**src/rtl/instr_fetch_queue.sv**
```systemverilog
// Instruction fetch queue: drives PC advance with credits, issues one RAM
// read per issued PC and buffers returned {pc, instr} pairs for decode.
module instr_fetch_queue #(
  parameter int unsigned ADDR_W  = 10,
  parameter int unsigned INSTR_W = 32,
  parameter int unsigned DEPTH   = 4
) (
  input  logic                     clk,
  input  logic                     reset,
  input  logic [ADDR_W-1:0]        pc_in,
  output logic                     pc_en,
  output logic                     mem_rd_en,
  output logic [ADDR_W-1:0]        mem_addr,
  input  logic [INSTR_W-1:0]       mem_rdata,
  input  logic                     halt_req,
  input  logic                     flush,
  output logic                     instr_valid,
  input  logic                     instr_ready,
  output logic [INSTR_W-1:0]       instr_data,
  output logic [ADDR_W-1:0]        instr_pc,
  output logic                     halted,
  output logic [$clog2(DEPTH):0]   count
);

  localparam int unsigned PTR_W = $clog2(DEPTH);
  localparam int unsigned CNT_W = PTR_W + 1;
  localparam int unsigned SUM_W = CNT_W + 1;

  typedef enum logic [1:0] {ST_RUN, ST_DRAIN, ST_HALTED} state_e;

  state_e             state_q, state_d;
  logic [CNT_W-1:0]   count_q, count_d;
  logic [PTR_W-1:0]   rd_ptr_q, rd_ptr_d;
  logic [PTR_W-1:0]   wr_ptr_q, wr_ptr_d;
  logic               inflight_q, inflight_d;
  logic [ADDR_W-1:0]  pc_q;
  logic [ADDR_W-1:0]  pc_mem_q    [DEPTH];
  logic [INSTR_W-1:0] instr_mem_q [DEPTH];

  logic credit_ok_c;
  logic push_c;
  logic pop_c;

  // Credits: queued entries plus the outstanding read must leave room.
  assign credit_ok_c = (SUM_W'(count_q) + SUM_W'(inflight_q)) < SUM_W'(DEPTH);
  assign pc_en       = !reset && !flush && (state_q == ST_RUN) && !halt_req && credit_ok_c;
  assign mem_rd_en   = pc_en;
  assign mem_addr    = pc_in;

  assign push_c      = inflight_q && !flush && !reset;
  assign instr_valid = (count_q != '0);
  assign pop_c       = instr_valid && instr_ready;
  assign instr_data  = instr_mem_q[rd_ptr_q];
  assign instr_pc    = pc_mem_q[rd_ptr_q];
  assign halted      = (state_q == ST_HALTED);
  assign count       = count_q;

  // Next-state: FSM, pointers, occupancy and in-flight tracking.
  always_comb begin
    state_d    = state_q;
    count_d    = count_q;
    rd_ptr_d   = rd_ptr_q;
    wr_ptr_d   = wr_ptr_q;
    inflight_d = pc_en;

    case (state_q)
      ST_RUN:    if (halt_req) state_d = ST_DRAIN;
      ST_DRAIN: begin
        if (!halt_req)        state_d = ST_RUN;
        else if (!inflight_q) state_d = ST_HALTED;
      end
      ST_HALTED: if (!halt_req) state_d = ST_RUN;
      default:   state_d = ST_RUN;
    endcase

    if (push_c) wr_ptr_d = wr_ptr_q + PTR_W'(1);
    if (pop_c)  rd_ptr_d = rd_ptr_q + PTR_W'(1);
    if (push_c && !pop_c)      count_d = count_q + CNT_W'(1);
    else if (!push_c && pop_c) count_d = count_q - CNT_W'(1);

    // Flush empties the queue and forgets the outstanding read; FSM untouched.
    if (flush) begin
      count_d    = '0;
      rd_ptr_d   = '0;
      wr_ptr_d   = '0;
      inflight_d = 1'b0;
    end
  end

  // Control state registers with synchronous reset.
  always_ff @(posedge clk) begin
    if (reset) begin
      state_q    <= ST_RUN;
      count_q    <= '0;
      rd_ptr_q   <= '0;
      wr_ptr_q   <= '0;
      inflight_q <= 1'b0;
    end else begin
      state_q    <= state_d;
      count_q    <= count_d;
      rd_ptr_q   <= rd_ptr_d;
      wr_ptr_q   <= wr_ptr_d;
      inflight_q <= inflight_d;
    end
  end

  // Datapath storage: issued PC and queue entries need no reset.
  always_ff @(posedge clk) begin
    if (pc_en) pc_q <= pc_in;
    if (push_c) begin
      pc_mem_q[wr_ptr_q]    <= pc_q;
      instr_mem_q[wr_ptr_q] <= mem_rdata;
    end
  end

  // The credit scheme must make a push into a full queue impossible.
  a_no_push_full: assert property (@(posedge clk) disable iff (reset)
    !(push_c && (count_q == CNT_W'(DEPTH))));

endmodule
```
**config.mk**
```make
export PLATFORM = sky130hd
export DESIGN_NAME = instr_fetch_queue
export DESIGN_NICKNAME = d
export VERILOG_FILES = /design/src/rtl/instr_fetch_queue.sv
export SDC_FILE = /design/constraint.sdc
export NUM_CORES = 1
export LEC_CHECK = 0
export ABC_AREA = 0
export CAP_MARGIN = 20
export CORE_ASPECT_RATIO = 0.6
export CORE_UTILIZATION = 58
export DETAILED_ROUTE_END_ITERATION = 8
export MAX_ROUTING_LAYER = met4
export PLACE_DENSITY = 0.85
export SLEW_MARGIN = 20
export SYNTH_ARGS = -nofsm -noshare
export SYNTH_HDL_FRONTEND = slang
export SYNTH_SLANG_ARGS = --single-unit
export TNS_END_PERCENT = 30
```
**constraint.sdc**
```tcl
create_clock -name clk -period 7.45 [get_ports clk]
set_clock_uncertainty 0.1 [all_clocks]
set_input_delay 1.49 -clock clk [delete_from_list [all_inputs] [get_ports clk]]
set_output_delay 1.49 -clock clk [all_outputs]
set_load 0.03 [all_outputs]
```
; ---- After elaboration in Yosys (flattened, before gate mapping)
; Memory sizes are Yosys's and may differ from the RTL's. A register that Yosys moved wholly into a read port is not among the register bits.
; Index checks and enable logic that the tools add are counted.
[totals]
reg_bits = 20
latchBits = 0
ramBits = 168
mem_bits_ro = 0
input_bits = 47
out_inout_bits = 59
wordCells = 51
memories = 2
[classes]
addsub = 5
n_mul = 0
n_div = 0
order_cmp = 1
eq_ne = 5
shifts = 0
mux = 13
bitwise = 0
reduce_logical = 19
[memory_table]
columns = memory, depth, word_bits, rd, rd_ports_with_merged_regs, write_ports, line_no
row1 = instr_mem_q, 4, 32, 1, 1, 1, 38  ; logic [INSTR_W-1:0] instr_mem_q [DEPTH];
row2 = pc_mem_q, 4, 10, 1, 1, 1, 37  ; logic [ADDR_W-1:0] pc_mem_q [DEPTH];
[op_table]
columns = op, n
row1 = $mux W2, 8
row2 = $logic_and A1 B1 Y1, 9
row3 = $mux W3, 2
row4 = $pmux W2 S3, 1
row5 = $logic_not A1 Y1, 5
row6 = $add A2 B1 Y2 const B, 2
row7 = $add A3 B1 Y4, 1
row8 = $lt A4 B3 Y1 const B, 1
row9 = $ne A2 B2 Y1 const B, 2
row10 = $add A3 B1 Y3 const B, 1
row11 = $ne A3 B3 Y1 const B, 1
row12 = $reduce_and A3 Y1, 1
row13 = $reduce_bool A3 Y1, 1
row14 = $sub A3 B1 Y3 const B, 1
row15 = $eq A2 B1 Y1 const B, 1
row16 = $eq A2 B2 Y1 const B, 1
row17 = $logic_not A2 Y1, 1
row18 = $mux W1, 2
row19 = $reduce_bool A2 Y1, 1
row20 = $reduce_or A2 Y1, 1

; ---- Logic depth before layout (Yosys ltp)
[logic_depth]
depth_word = 7
mapped_depth = 8
depth_no_buf = 8

; ---- Least setup slack after synthesis
; No wires, ideal clock.
[synth_timing]
path_kind = input to output
start = input port flush
end = output port pc_en
arrival_time_ps = 3934
required_ps = 5860
slack_ps = 1926
stages = 4
path_buffers = 2
cell_sequence = or2_2 buf_2 a311oi_1 buf_4
[synth_between]
elab_chain_cells = 5
[synth_lines]
columns = element, line_no
row1 = "start, declared", 16  ; input logic flush,
row2 = $logic_not A1 Y1, 46  ; assign pc_en = !reset && !flush && (state_q == ST_RUN) && !halt_req && credit_ok_c;
row3 = $logic_and A1 B1 Y1 (4 in series), 46
row4 = "end, declared", 11  ; output logic pc_en,
; Every way passes these cells.

; ---- Worst setup path after layout
[layout_timing]
start = input port halt_req
end = output port pc_en
[layout_between]
elab_chain_cells = 3
[layout_lines]
columns = element, line_no
row1 = "start, declared", 15  ; input logic halt_req,
row2 = $logic_not A1 Y1, -
row3 = $logic_and A1 B1 Y1 (2 in series), 46
; Every way passes these cells.

==> flow_summary_export.csv <==
group,metric,value,unit
route,dr_total_vias,3278,
route,post_drt_wl_per_cell,20.88,um
synth,synth_seq_area_share,78.32,%
cells_and_area,antenna_cells,0,
floorplan,floorplan.initialDensity,61.29,%
hold_path,hp-class,"register to register",
sta,hold_viol_final,0,
synth,synth_mux_area_share,14.86,%
synth,syn_area,7132,um2
synth,synth_top_area_share,74.95,%
sta,rsz0062_at_grt,"false",
sta,worstMarginPinSlew,1.035,ns
synth,synthDistinctLibCells,29,
route,ant_nets,0,
synth,ys_top_cells_by_area,"edfxtp_1 75%, mux4_1 9.2%, mux4_2 5.4%",
route,drt_pass1_iterations,4,
worst_setup_path,r2r-start,"count[0]",
cts,cts_root_buf,"clkbuf_16",
global_route,grt_use_total,20.81,%
pwr,power.share.clock,41.8,%
placement,dp_slack,1.727,ns
pwr,internal_power,1.738,mW
sta,fin_crit_sh,72.91,%
worst_setup_path,worstPathRequired,5.86,ns
worst_setup_path,rr_worst_depth,7,
synth,synthXorXnorAreaFrac,0.6140,%
global_route,grt_pass1_wl,18.32,mm
pwr,switching_power,0.4166,mW
outcome,status,"complete, no violations",
synth,synth_top_family_by_area,"multiplexers",
route,drc,0,
cts,clock_sinks,190,
worst_setup_path,worstSetupPathType,"primary input to output pin",
floorplan,core,11640,um2
synth,synth_simple_gate_area_share,1.737,%
cts,cts.clk_slew.worst_paths,0.06,ns
pwr,p_per_area,242.9,nW/um2
synth,synth.largest_area_cell,"edfxtp_1",
worst_setup_path,crit_arrival,3.84,ns
sta,slew_headroom,31.02,%
sta,max_clock_freq,0.1841,GHz
cells_and_area,drive_gt1_share,14.25,%
floorplan,top_level_ports,106,
sta,timing.final.ws_setup,2.018,ns
synth,syn_area_per_cell,23.77,um2
synth,synthAdderAreaFrac,1.158,%
cells_and_area,area_delta_synth_final,24.40,%
pwr,combPwrFrac,3.7,%
sta,setup_viol,0,
placement,portBuffers,105,
worst_setup_path,crit_fanout,12,
route,drt-vias-per-instance,5.711,
sta,setup-tns-final,0,ns
hold_path,whs_endpoint,"pc_mem_q[3][2]",
cts,cts_tree,"built",
placement,gp_congestion,0.7806,
synth,ys_warn_count,0,
cts,cts_hold_buf,0,
route,drt-total-wl,11.99,mm
pwr,switching_share,19.33,%
cells_and_area,layout.nets,456,
global_route,grt_start_max_net_pins,43,
global_route,overflow,0,
hold_path,hold_start,"pc_q[2]",
cts,clkLatencyLatePin,0.42,ns
cts,post_cts_buffers,0,
worst_setup_path,cp-start-kind,"primary input",
global_route,grt_pass1_vias,3327,
worst_setup_path,r2r-end,"count[2]",
synth,synth-compound-area-share,0.7544,%
job,cap_violations,0,
synth,postSynthCellCount,300,
hold_path,worstHoldPathCells,0,
route,drt_iter0_drc,232,
sta,holdWs,0.4058,ns
placement,post-dp-hpwl,7.087,mm
synth,synth_seq_cells,190,
cts,numCtsBuffers,17,
floorplan,die_y,87.90,um
sta,final-max-slew-violation-count,0,
cts,cts_resized,0,
worst_setup_path,regToRegSetupSlack,4.90,ns
cts,clock_path_buffers,2,
floorplan,rows,30,
pwr,ir_drop,0.1849,mV
sta,min_period,5.432,ns
pwr,p_leak,2.839,nW
floorplan,fp.dieW,145.2,um
synth,synth_nets,353,
global_route,antenna_found_initial,0,
cts,h-tree-depth,4,
pwr,seq_power_share,54.5,%
floorplan,dieArea,12760,um2
worst_setup_path,cp-end-kind,"output pin",
[area by class of cell]
class	count	area, um2
inverters	3	11.26
clock inverters	12	160.2
flip-flops and latches	190	5588
multi-input cells	84	1398
well taps	160	200.2
fillers	641	2764
clock buffers	18	429.2
repair buffers	107	1086
[layer usage]
metal | GRT usage (%) | part of all wire (%)
met1 | 27.78 | 45
met4 | 6.890 | 1.3
met2 | 32.21 | 49
met3 | 5.052 | 5.0
met5 | - | 0
[metrics by stage]
stage | instance area [um2] | power, mW | std cells | utilization (%)
3_3_place_gp | 8233 | 1.272 | 543 | 70.75
2_1_floorplan | 7132 | 1.230 | 300 | -
5_1_grt | 8872 | 2.217 | 574 | 76.25
4_1_cts | 8822 | 2.168 | 573 | 75.82
3_5_place_dp | 8233 | 1.276 | 543 | 70.75
6_report | 8872 | 2.155 | 574 | 76.25
[flip-flops by register name, indices dropped and copies added, names as in the netlist, named ones only]
signal       count
state_q          2
pc_q            10
inflight_q       1
wr_ptr_q         2
count            3
pc_mem_q        40
rd_ptr_q         2
instr_mem_q    128
[worst max path at each step]
stage | from | end | slack (ns)
3_3_place_gp | flush | mem_rd_en | 1.82
3_5_place_dp | halt_req | pc_en | 1.73
2_1_floorplan | flush | pc_en | 1.93
6_report | halt_req | pc_en | 2.02
4_1_cts | halt_req | pc_en | 1.74
5_1_grt | halt_req | pc_en | 1.92
[logic make-up (layout without fill, tap and decap cells)]
| kind of cell | count (synthesis) | after routing |
|---|---|---|
| simple gates | 22 | 22 |
| buf+inv | 26 | 140 |
| fa+ha+maj | 6 | 6 |
| xor+xnor | 5 | 5 |
| flops | 190 | 190 |
| compound gates | 7 | 7 |
| mux | 44 | 44 |
[worst max-delay path: stages]
cell	delay (ns)
clkdlybuf4s50_1	0.44
or4_4	0.46
a311oi_4	0.63
clkdlybuf4s50_1	0.82
[synth_stat cells, drive strengths merged]
library cell	instances
a311oi	2
xnor2	1
nor2	8
clkbuf	2
mux4	42
fa	1
or2	1
or3	2
edfxtp	178
o311ai	1
mux2i	2
dfxtp	12
o31ai	1
inv	3
nor3	1
nor2b	3
or4	1
ha	5
xor2	4
nand2b	1
buf	21
a21oi	1
o21ai	1
and2	1
o21ba	1
and3	4
[power groups by stage]
stage / sequential [mW] / combinational, mW / clock [mW]
5_1_grt: 1.17 / 0.0841 / 0.959
3_5_place_dp: 1.20 / 0.0790 / 0
3_3_place_gp: 1.20 / 0.0757 / 0
2_1_floorplan: 1.20 / 0.0342 / 0
4_1_cts: 1.17 / 0.0795 / 0.914
6_report: 1.17 / 0.0801 / 0.901
[placed cells by master, fill, tap and decap left out, types with 2 or more instances in the layout]
cell,instances
clkdlybuf4s50_1,105
inv_6,4
mux2i_1,2
or3_2,2
clkinvlp_4,3
and3_4,3
xor2_1,4
clkbuf_16,17
inv_1,3
bufinv_16,3
mux4_2,17
nor2_1,8
ha_1,5
edfxtp_1,178
mux4_1,25
dfxtp_1,10
nor2b_1,3
dfxtp_2,2
(Power assumes the default switching activity.)
